File: src/rtl/funit_sched.sv
// funit_sched -- round-robin scheduler in front of a single 16-bit function unit.
//
// Grants one of NREQ requesters, latches its FS/A/B, drives them to the function
// unit and holds them for FU_LAT cycles. It then samples D and {V,C,N,Z} and
// returns them to the winner, tagged with the winner's index.
//
// Ports
//   CLK, RESET            clock (rising edge), synchronous active-high reset
//   req_valid[NREQ]       per-requester request pending
//   req_fs/req_a/req_b    packed per-requester operands (4/16/16 bits each)
//   req_ready[NREQ]       one-hot accept pulse; operands captured that cycle
//   rsp_valid/rsp_id      one-cycle result pulse and owning requester index
//   rsp_d/rsp_vcnz        captured result and {V,C,N,Z}
//   fu_fs/fu_a/fu_b       operands to the function unit
//   fu_d, fu_v..fu_z      result and flags from the function unit
//   busy                  high whenever the scheduler is not idle
module funit_sched #(
  parameter int NREQ   = 4,
  parameter int FU_LAT = 2,
  localparam int IDW   = $clog2(NREQ)
) (
  input  logic                 CLK,
  input  logic                 RESET,
  input  logic [NREQ-1:0]      req_valid,
  input  logic [4*NREQ-1:0]    req_fs,
  input  logic [16*NREQ-1:0]   req_a,
  input  logic [16*NREQ-1:0]   req_b,
  output logic [NREQ-1:0]      req_ready,
  output logic                 rsp_valid,
  output logic [IDW-1:0]       rsp_id,
  output logic [15:0]          rsp_d,
  output logic [3:0]           rsp_vcnz,
  output logic [3:0]           fu_fs,
  output logic [15:0]          fu_a,
  output logic [15:0]          fu_b,
  input  logic [15:0]          fu_d,
  input  logic                 fu_v,
  input  logic                 fu_c,
  input  logic                 fu_n,
  input  logic                 fu_z,
  output logic                 busy
);

  localparam int CW = $clog2(FU_LAT);

  typedef enum logic [1:0] {IDLE, ISSUE, WAIT, RESP} state_t;

  state_t            state_r, state_s;
  logic [IDW-1:0]    rr_ptr_r, rr_ptr_s;
  logic [IDW-1:0]    win_r, win_s;
  logic [3:0]        op_fs_r, op_fs_s;
  logic [15:0]       op_a_r, op_a_s, op_b_r, op_b_s;
  logic [CW-1:0]     cnt_r, cnt_s;
  logic [NREQ-1:0]   ready_r, ready_s;
  logic              rsp_valid_r, rsp_valid_s;
  logic [IDW-1:0]    rsp_id_r, rsp_id_s;
  logic [15:0]       rsp_d_r, rsp_d_s;
  logic [3:0]        rsp_vcnz_r, rsp_vcnz_s;
  logic [3:0]        fu_fs_r, fu_fs_s;
  logic [15:0]       fu_a_r, fu_a_s, fu_b_r, fu_b_s;
  logic              busy_r, busy_s;

  logic [3:0]        fs_arr_s [NREQ];
  logic [15:0]       a_arr_s  [NREQ];
  logic [15:0]       b_arr_s  [NREQ];
  logic [IDW-1:0]    cand_s   [NREQ];
  logic              grant_found_s;
  logic [IDW-1:0]    grant_idx_s;

  // Unpack operands and search requesters starting at rr_ptr; first hit wins.
  always_comb begin
    grant_found_s = 1'b0;
    grant_idx_s   = '0;
    for (int i = 0; i < NREQ; i++) begin
      fs_arr_s[i] = req_fs[4*i +: 4];
      a_arr_s[i]  = req_a[16*i +: 16];
      b_arr_s[i]  = req_b[16*i +: 16];
      cand_s[i]   = IDW'((int'(rr_ptr_r) + i) % NREQ);
    end
    for (int k = 0; k < NREQ; k++) begin
      if (!grant_found_s && req_valid[cand_s[k]]) begin
        grant_found_s = 1'b1;
        grant_idx_s   = cand_s[k];
      end else begin
        grant_idx_s   = grant_idx_s;
      end
    end
  end

  // Next-state and next-output logic; every output is a registered copy of these.
  always_comb begin
    state_s     = state_r;
    rr_ptr_s    = rr_ptr_r;
    win_s       = win_r;
    op_fs_s     = op_fs_r;
    op_a_s      = op_a_r;
    op_b_s      = op_b_r;
    cnt_s       = cnt_r;
    ready_s     = '0;
    rsp_valid_s = 1'b0;
    rsp_id_s    = rsp_id_r;
    rsp_d_s     = rsp_d_r;
    rsp_vcnz_s  = rsp_vcnz_r;
    fu_fs_s     = fu_fs_r;
    fu_a_s      = fu_a_r;
    fu_b_s      = fu_b_r;
    case (state_r)
      IDLE: begin
        if (grant_found_s) begin
          ready_s = NREQ'(1) << grant_idx_s;
          win_s   = grant_idx_s;
          op_fs_s = fs_arr_s[grant_idx_s];
          op_a_s  = a_arr_s[grant_idx_s];
          op_b_s  = b_arr_s[grant_idx_s];
          state_s = ISSUE;
        end else begin
          state_s = IDLE;
        end
      end
      ISSUE: begin
        // fu_* only ever change here, so the unit sees stable operands.
        fu_fs_s = op_fs_r;
        fu_a_s  = op_a_r;
        fu_b_s  = op_b_r;
        cnt_s   = CW'(FU_LAT - 1);
        state_s = WAIT;
      end
      WAIT: begin
        if (cnt_r == '0) begin
          rsp_d_s    = fu_d;
          rsp_vcnz_s = {fu_v, fu_c, fu_n, fu_z};
          state_s    = RESP;
        end else begin
          cnt_s = cnt_r - CW'(1);
        end
      end
      RESP: begin
        rsp_valid_s = 1'b1;
        rsp_id_s    = win_r;
        rr_ptr_s    = (win_r == IDW'(NREQ - 1)) ? '0 : win_r + IDW'(1);
        state_s     = IDLE;
      end
      default: begin
        state_s = IDLE;
      end
    endcase
    busy_s = (state_s != IDLE);
  end

  // State and output registers; RESET aborts any operation without a response.
  always_ff @(posedge CLK) begin
    if (RESET) begin
      state_r     <= IDLE;
      rr_ptr_r    <= '0;
      win_r       <= '0;
      op_fs_r     <= 4'h0;
      op_a_r      <= 16'h0;
      op_b_r      <= 16'h0;
      cnt_r       <= '0;
      ready_r     <= '0;
      rsp_valid_r <= 1'b0;
      rsp_id_r    <= '0;
      rsp_d_r     <= 16'h0;
      rsp_vcnz_r  <= 4'h0;
      fu_fs_r     <= 4'h0;
      fu_a_r      <= 16'h0;
      fu_b_r      <= 16'h0;
      busy_r      <= 1'b0;
    end else begin
      state_r     <= state_s;
      rr_ptr_r    <= rr_ptr_s;
      win_r       <= win_s;
      op_fs_r     <= op_fs_s;
      op_a_r      <= op_a_s;
      op_b_r      <= op_b_s;
      cnt_r       <= cnt_s;
      ready_r     <= ready_s;
      rsp_valid_r <= rsp_valid_s;
      rsp_id_r    <= rsp_id_s;
      rsp_d_r     <= rsp_d_s;
      rsp_vcnz_r  <= rsp_vcnz_s;
      fu_fs_r     <= fu_fs_s;
      fu_a_r      <= fu_a_s;
      fu_b_r      <= fu_b_s;
      busy_r      <= busy_s;
    end
  end

  assign req_ready = ready_r;
  assign rsp_valid = rsp_valid_r;
  assign rsp_id    = rsp_id_r;
  assign rsp_d     = rsp_d_r;
  assign rsp_vcnz  = rsp_vcnz_r;
  assign fu_fs     = fu_fs_r;
  assign fu_a      = fu_a_r;
  assign fu_b      = fu_b_r;
  assign busy      = busy_r;

endmodule
File: config.mk
export PLATFORM = sky130hd
export DESIGN_NAME = funit_sched
export DESIGN_NICKNAME = d
export VERILOG_FILES = /design/src/rtl/funit_sched.sv
export SDC_FILE = /design/constraint.sdc
export NUM_CORES = 1
export LEC_CHECK = 0
export ABC_AREA = 1
export CAP_MARGIN = 20
export CORE_UTILIZATION = 48
export DETAILED_ROUTE_END_ITERATION = 8
export PLACE_DENSITY = 0.91
export SKIP_CTS_REPAIR_TIMING = 1
export SYNTH_ARGS = -nofsm -noshare
export SYNTH_HDL_FRONTEND = slang
export SYNTH_SLANG_ARGS = --single-unit
File: constraint.sdc
create_clock -name CLK -period 3.9 [get_ports CLK]
set_clock_uncertainty 0.05 [all_clocks]
set_input_delay 0.975 -clock CLK [delete_from_list [all_inputs] [get_ports CLK]]
set_output_delay 0.975 -clock CLK [all_outputs]
set_load 0.01 [all_outputs]
Word-level counts from Yosys, hierarchy flattened
Cells that the tools add are included.

Output and inout bits: 64. Register bits after elaboration: 107. Input port bits: 170. Word-level logic and storage cells: 79.

Reductions and logical operators: 12. Equal/unequal tests: 4. Add/subtract/negate cells: 5. Shifts and indexed selects: 1. Bitwise logic cells: 4. $lt $le $gt $ge: 5. Multiplexer cells: 32.

Operators with widths (number): $bmux 16 s2 (2); $mux 16 (4); $lt 2x3->1 const B (4); $mux 2 (6); $mux 1 (11); $bmux 1 s2 (4); $bmux 4 s2 (1); $mux 4 (2); $pmux 2 s4 (1); $eq 2x2->1 const B (3); $add 2x1->2 const B (2); $add 2x2->2 const B (2); $reduce_and 2->1 (2); $reduce_bool 2->1 (2); $shl 1x2->4 const A (1); $ge 3x3->1 const B (1); $logic_and 1x1->1 (3); $logic_not 1->1 (3); $not 1->1 (3); $not 2->3 (1); $reduce_or 3->1 (1); $eq 2x1->1 const B (1); $logic_not 2->1 (1); $pmux 1 s2 (1); $sub 1x1->1 const B (1).

Depth between registers and ports, before layout
Word-level depth: 16. Mapped depth: 16. Gate-level depth less buffers: 14.

Worst setup path before layout
OpenSTA, ideal clock, no wires.

Path kind: input to register. Start point: in req_valid[3]. End point: reg op_b_r[10]. Data required time: 3741 ps. Path buffers: 2. Data arrival time: 2159 ps. Stages: 14. Path slack: 1582 ps. Library setup time: 109 ps. Cells stage by stage: inv_1 nand2_1 nand3_1 nand2_2 nor2_4 nand3_1 nand3_1 nand2_1 buf_4 buf_2 nand3_1 nand3_1 nand2_1 inv_1.

Longest elaborated chain between the ends: 16. Elaborated cells on any way between the ends: 27. Classes of those cells: 19 x mux; 1 x bitwise; 7 x reduce/logical.

Ends and longest elaborated chain: from (decl) (RTL line 24) `input logic [NREQ-1:0] req_valid,`; $bmux 1 s2 (RTL line 81) `if (!grant_found_s && req_valid[cand_s[k]]) begin`; $mux 1 (implied by the code) (RTL line 81); $mux 1 (RTL line 81); $logic_not 1->1 (RTL line 81); $logic_and 1x1->1 (RTL line 81); $mux 1 (RTL line 81); $logic_not 1->1 (RTL line 81); $logic_and 1x1->1 (RTL line 81); $mux 1 (RTL line 81); $logic_not 1->1 (RTL line 81); $logic_and 1x1->1 (RTL line 81); $mux 2 (RTL line 81); $not 2->3 (implied by the code) (RTL line 114) `op_b_s = b_arr_s[grant_idx_s];`; $bmux 16 s2 (RTL line 114); $mux 16 (implied by the code) (2 in series) (RTL line 114); to (signal assigned) (RTL line 175) `op_b_r <= op_b_s;`; to (decl) (RTL line 52) `logic [15:0] op_a_r, op_a_s, op_b_r, op_b_s;`.

Parallel ways exist; a longest one is shown, timed or not. The select of a mux whose other input is x is not followed. A chain may end at the register's enable or synchronous reset.

Final worst setup path
Start point: in req_valid[3]. End point: reg op_b_r[3].

Same word-level chain as after synthesis.

==> reports/qor.yml <==
run:
  max_cap_viol_count: 0
power_and_ir_drop:
  switching_share: 0.448
  powerDensity_nw_per_um2: 724
  clockPowerShare: 0.144
  ir_worst_vdd_mv: 0.592
  p_leak_uw: 0.00444
  power_uw: 6300
  seq_power_share: 0.279
  p_int_uw: 3470
  pwr-share-comb: 0.576
  p_sw_uw: 2820
synthesis:
  synthCells: 980
  yosysTopAreaCellShare: 0.355
  yosys_warnings: 0
  avgSynthCellArea_um2: 6.16
  seq_area_frac_synth: 0.355
  syn_area_um2: 6040
  synth_area_leaders: "dfxtp_1 (35%), inv_1 (13%), nand3_1 (9.7%)"
  synthesis.nets: 1156
  yosysUniqueCellTypes: 21
  synth-seq-cells: 107
  synth_top_area_cell: "dfxtp_1"
critical_path:
  cp_common_cell: "nand2_1"
  reg2regPathDepth: 14
  crit_path_max_incr_delay_ns: 0.48
  cp_slowest_cell: "clkdlybuf4s50_1"
  arrival_ns: 3.17
  crit_buf_inv: 5
  r2r_start: "rr_ptr_r[0]"
  critPathMaxFanout: 75
  critPathRequiredTime_ns: 4.09
  crit_chain: "clkdlybuf4s50_1 > inv_1 > nand2_1 > nand3_1 > nand2_2 > inv_2 > nand2_1 > nand2_4 > nand3_2 > buf_12 > nand2_1 > nand3_1 > nand3_1 > nand2_1 > inv_1"
  reg2reg_slack_ns: 1.32
  crit_path_end_kind: "flop"
  startpoint_type: "input pin"
  cp_top_family: "simple AND/OR/NAND/NOR gates"
  path_class: "in -> reg"
  r2r_end: "op_b_r[3]"
timing:
  fin_crit_ns: 2.97
  slew_headroom: 0.382
  setup_viol: 0
  setup-tns-final_ns: 0
  timing.hold.ws_ns: 0.410
  setup_ws_ns: 0.928
  drv_slew: 0
  worst_pin_slew_ns: 0.926
  maxClockFrequency_mhz: 337
  rsz0062_at_grt: "no"
  post-route-period-util: 0.762
  hold_viol: 0
min_path:
  min_from: "op_b_r[8]"
  holdPathEnd: "fu_b[8]"
  min_path_cells: 2
  hold_path_class: "reg -> reg"
placed_design:
  numPortBuffers: 233
  placed_area_um2: 8390
  post-dp-hpwl_mm: 12.5
  gp_congestion: 0.921
  post-place-ws_ns: 0.621
die:
  start_util: 0.498
  core_um2: 12100
  dieWidth_um: 114
  io_pins: 234
  row_count: 40
  die_h_um: 114
  dieArea_um2: 13000
grt:
  overflow: 0
  grt_max_degree: 76
  track_usage: 0.274
  antenna_found_initial: 0
  grt_pass1_wl_mm: 28.6
  grt_pass1_vias: 6258
cts:
  clock-sinks: 107
  cts.clk_slew.worst_paths_ns: 0.07
  cts_tree: "done"
  cts_buffers: 9
  cts_root_buf: "clkbuf_16"
  clk_path_buf_depth: 2
  cts-htree-levels: 3
  insertion_delay_ns: 0.35
outcome:
  status: "completed"
cells_and_area:
  area_delta_synth_final_pct: 44.0
  final_cell_area_um2: 8690
  final_nets: 1345
  drive_gt1_frac: 0.0400
  antenna_cells: 0
  fill_cells: 1018
drt:
  drt_iter0_drc: 496
  drt-total-wl_mm: 18.0
  route.detailed.drc: 0
  vias: 6831
  antenna_left: 0
  avgRoutedWirePerCell_um: 13.4
  vias_per_cell: 5.09
  dr.pass1.iters: 5
==> registers in the layout (all words and copies together), names as in the netlist <==
signal / flops
rsp_vcnz: 4
cnt_r: 1
fu_b: 16
op_a_r: 16
win_r: 2
fu_a: 16
rsp_valid: 1
op_b_r: 16
rsp_d: 16
rr_ptr_r: 2
req_ready: 4
op_fs_r: 4
rsp_id: 2
fu_fs: 4
state_r: 2
busy: 1
==> layer usage <==
layer	GRT usage	vias up	share of wire
li1	-	3427	-
met1	0.321	3065	0.40
met2	0.490	297	0.50
met3	0.0545	42	0.075
met4	0.108	0	0.029
met5	0	-	0
==> cell type report <==
type | instances | area [µm²] | share of cell area
clock inverter | 6 | 60.1 | 0.00691
inverter | 216 | 811 | 0.0933
tap | 168 | 210 | 0.0242
sequential | 107 | 2140 | 0.246
multi-input combinational | 589 | 2770 | 0.318
clock buffer | 10 | 239 | 0.0275
timing repair buffer | 246 | 2460 | 0.283
==> worst max-delay path by stage <==
stage | startpoint | end | cells after the start
after floorplan | req_valid[3] | op_b_r[10] | 14
after global placement | req_valid[3] | op_b_r[3] | 15
after detailed placement | req_valid[3] | op_a_r[15] | 15
after CTS | req_valid[3] | op_b_r[5] | 15
after global routing | req_valid[3] | op_b_r[15] | 15
final | req_valid[3] | op_b_r[3] | 15
==> power groups by stage <==
stage | Combinational (µW) | Clock [µW] | Sequential, µW
floorplan | 2260 | 0 | 1860
global placement | 3500 | 0 | 1760
detailed placement | 3580 | 0 | 1780
CTS | 3610 | 925 | 1760
global route | 4050 | 971 | 1800
finish | 3630 | 907 | 1760
==> through the flow <==
step / cells / utilization
2_1_floorplan: 980 / -
3_3_place_gp: 1325 / 0.692
3_5_place_dp: 1325 / 0.692
4_1_cts: 1341 / 0.717
5_1_grt: 1342 / 0.718
6_report: 1342 / 0.718
==> worst register-to-register path: cells and delay by family (launching register included) <==
| kind | cells | cell delay, ns |
|---|---|---|
| AND/OR/NAND/NOR | 10 | 1.34 |
| buffers and inverters | 4 | 0.53 |
| flip-flops | 1 | 0.56 |
==> cells by family after synthesis <==
group | Yosys count | synth area share
mux | 1 | 0.00166
fa+ha+maj | 6 | 0.0124
flops | 107 | 0.355
compound gates | 98 | 0.0813
buf+inv | 284 | 0.187
simple gates | 484 | 0.363
==> layout by cell type, fill, tap and decap left out <==
cell type	netlist	layout
clkdlybuf4s50_1	0	232
inv_1	210	209
nand2_1	149	149
nor2_1	136	136
nand3_1	117	117
dfxtp_1	107	107
nand4_1	73	73
o21ai_0	62	62
a21oi_1	36	36
buf_4	6	10
clkbuf_16	0	9
inv_2	6	7
ha_1	6	5
nand2_2	3	3
nand3_2	3	3
inv_8	0	3
inv_6	0	3
buf_12	0	3
nand2_4	1	1
nor2_4	1	1
mux2i_1	1	1
or2_2	1	1
ha_2	0	1
clkbuf_8	0	1
buf_2	20	1
==> synthesized netlist by cell type <==
master / instances
nand4_1: 73
buf_6: 2
buf_1: 6
dfxtp_1: 107
inv_1: 210
nand3_1: 117
nand2_1: 149
nand2_4: 1
clkbuf_1: 34
nand2_2: 3
nand3_2: 3
buf_4: 6
o21ai_0: 62
mux2i_1: 1
buf_2: 20
nor2_4: 1
inv_2: 6
nor2_1: 136
a21oi_1: 36
or2_2: 1
ha_1: 6
Power figures use the tool's default switching activity.
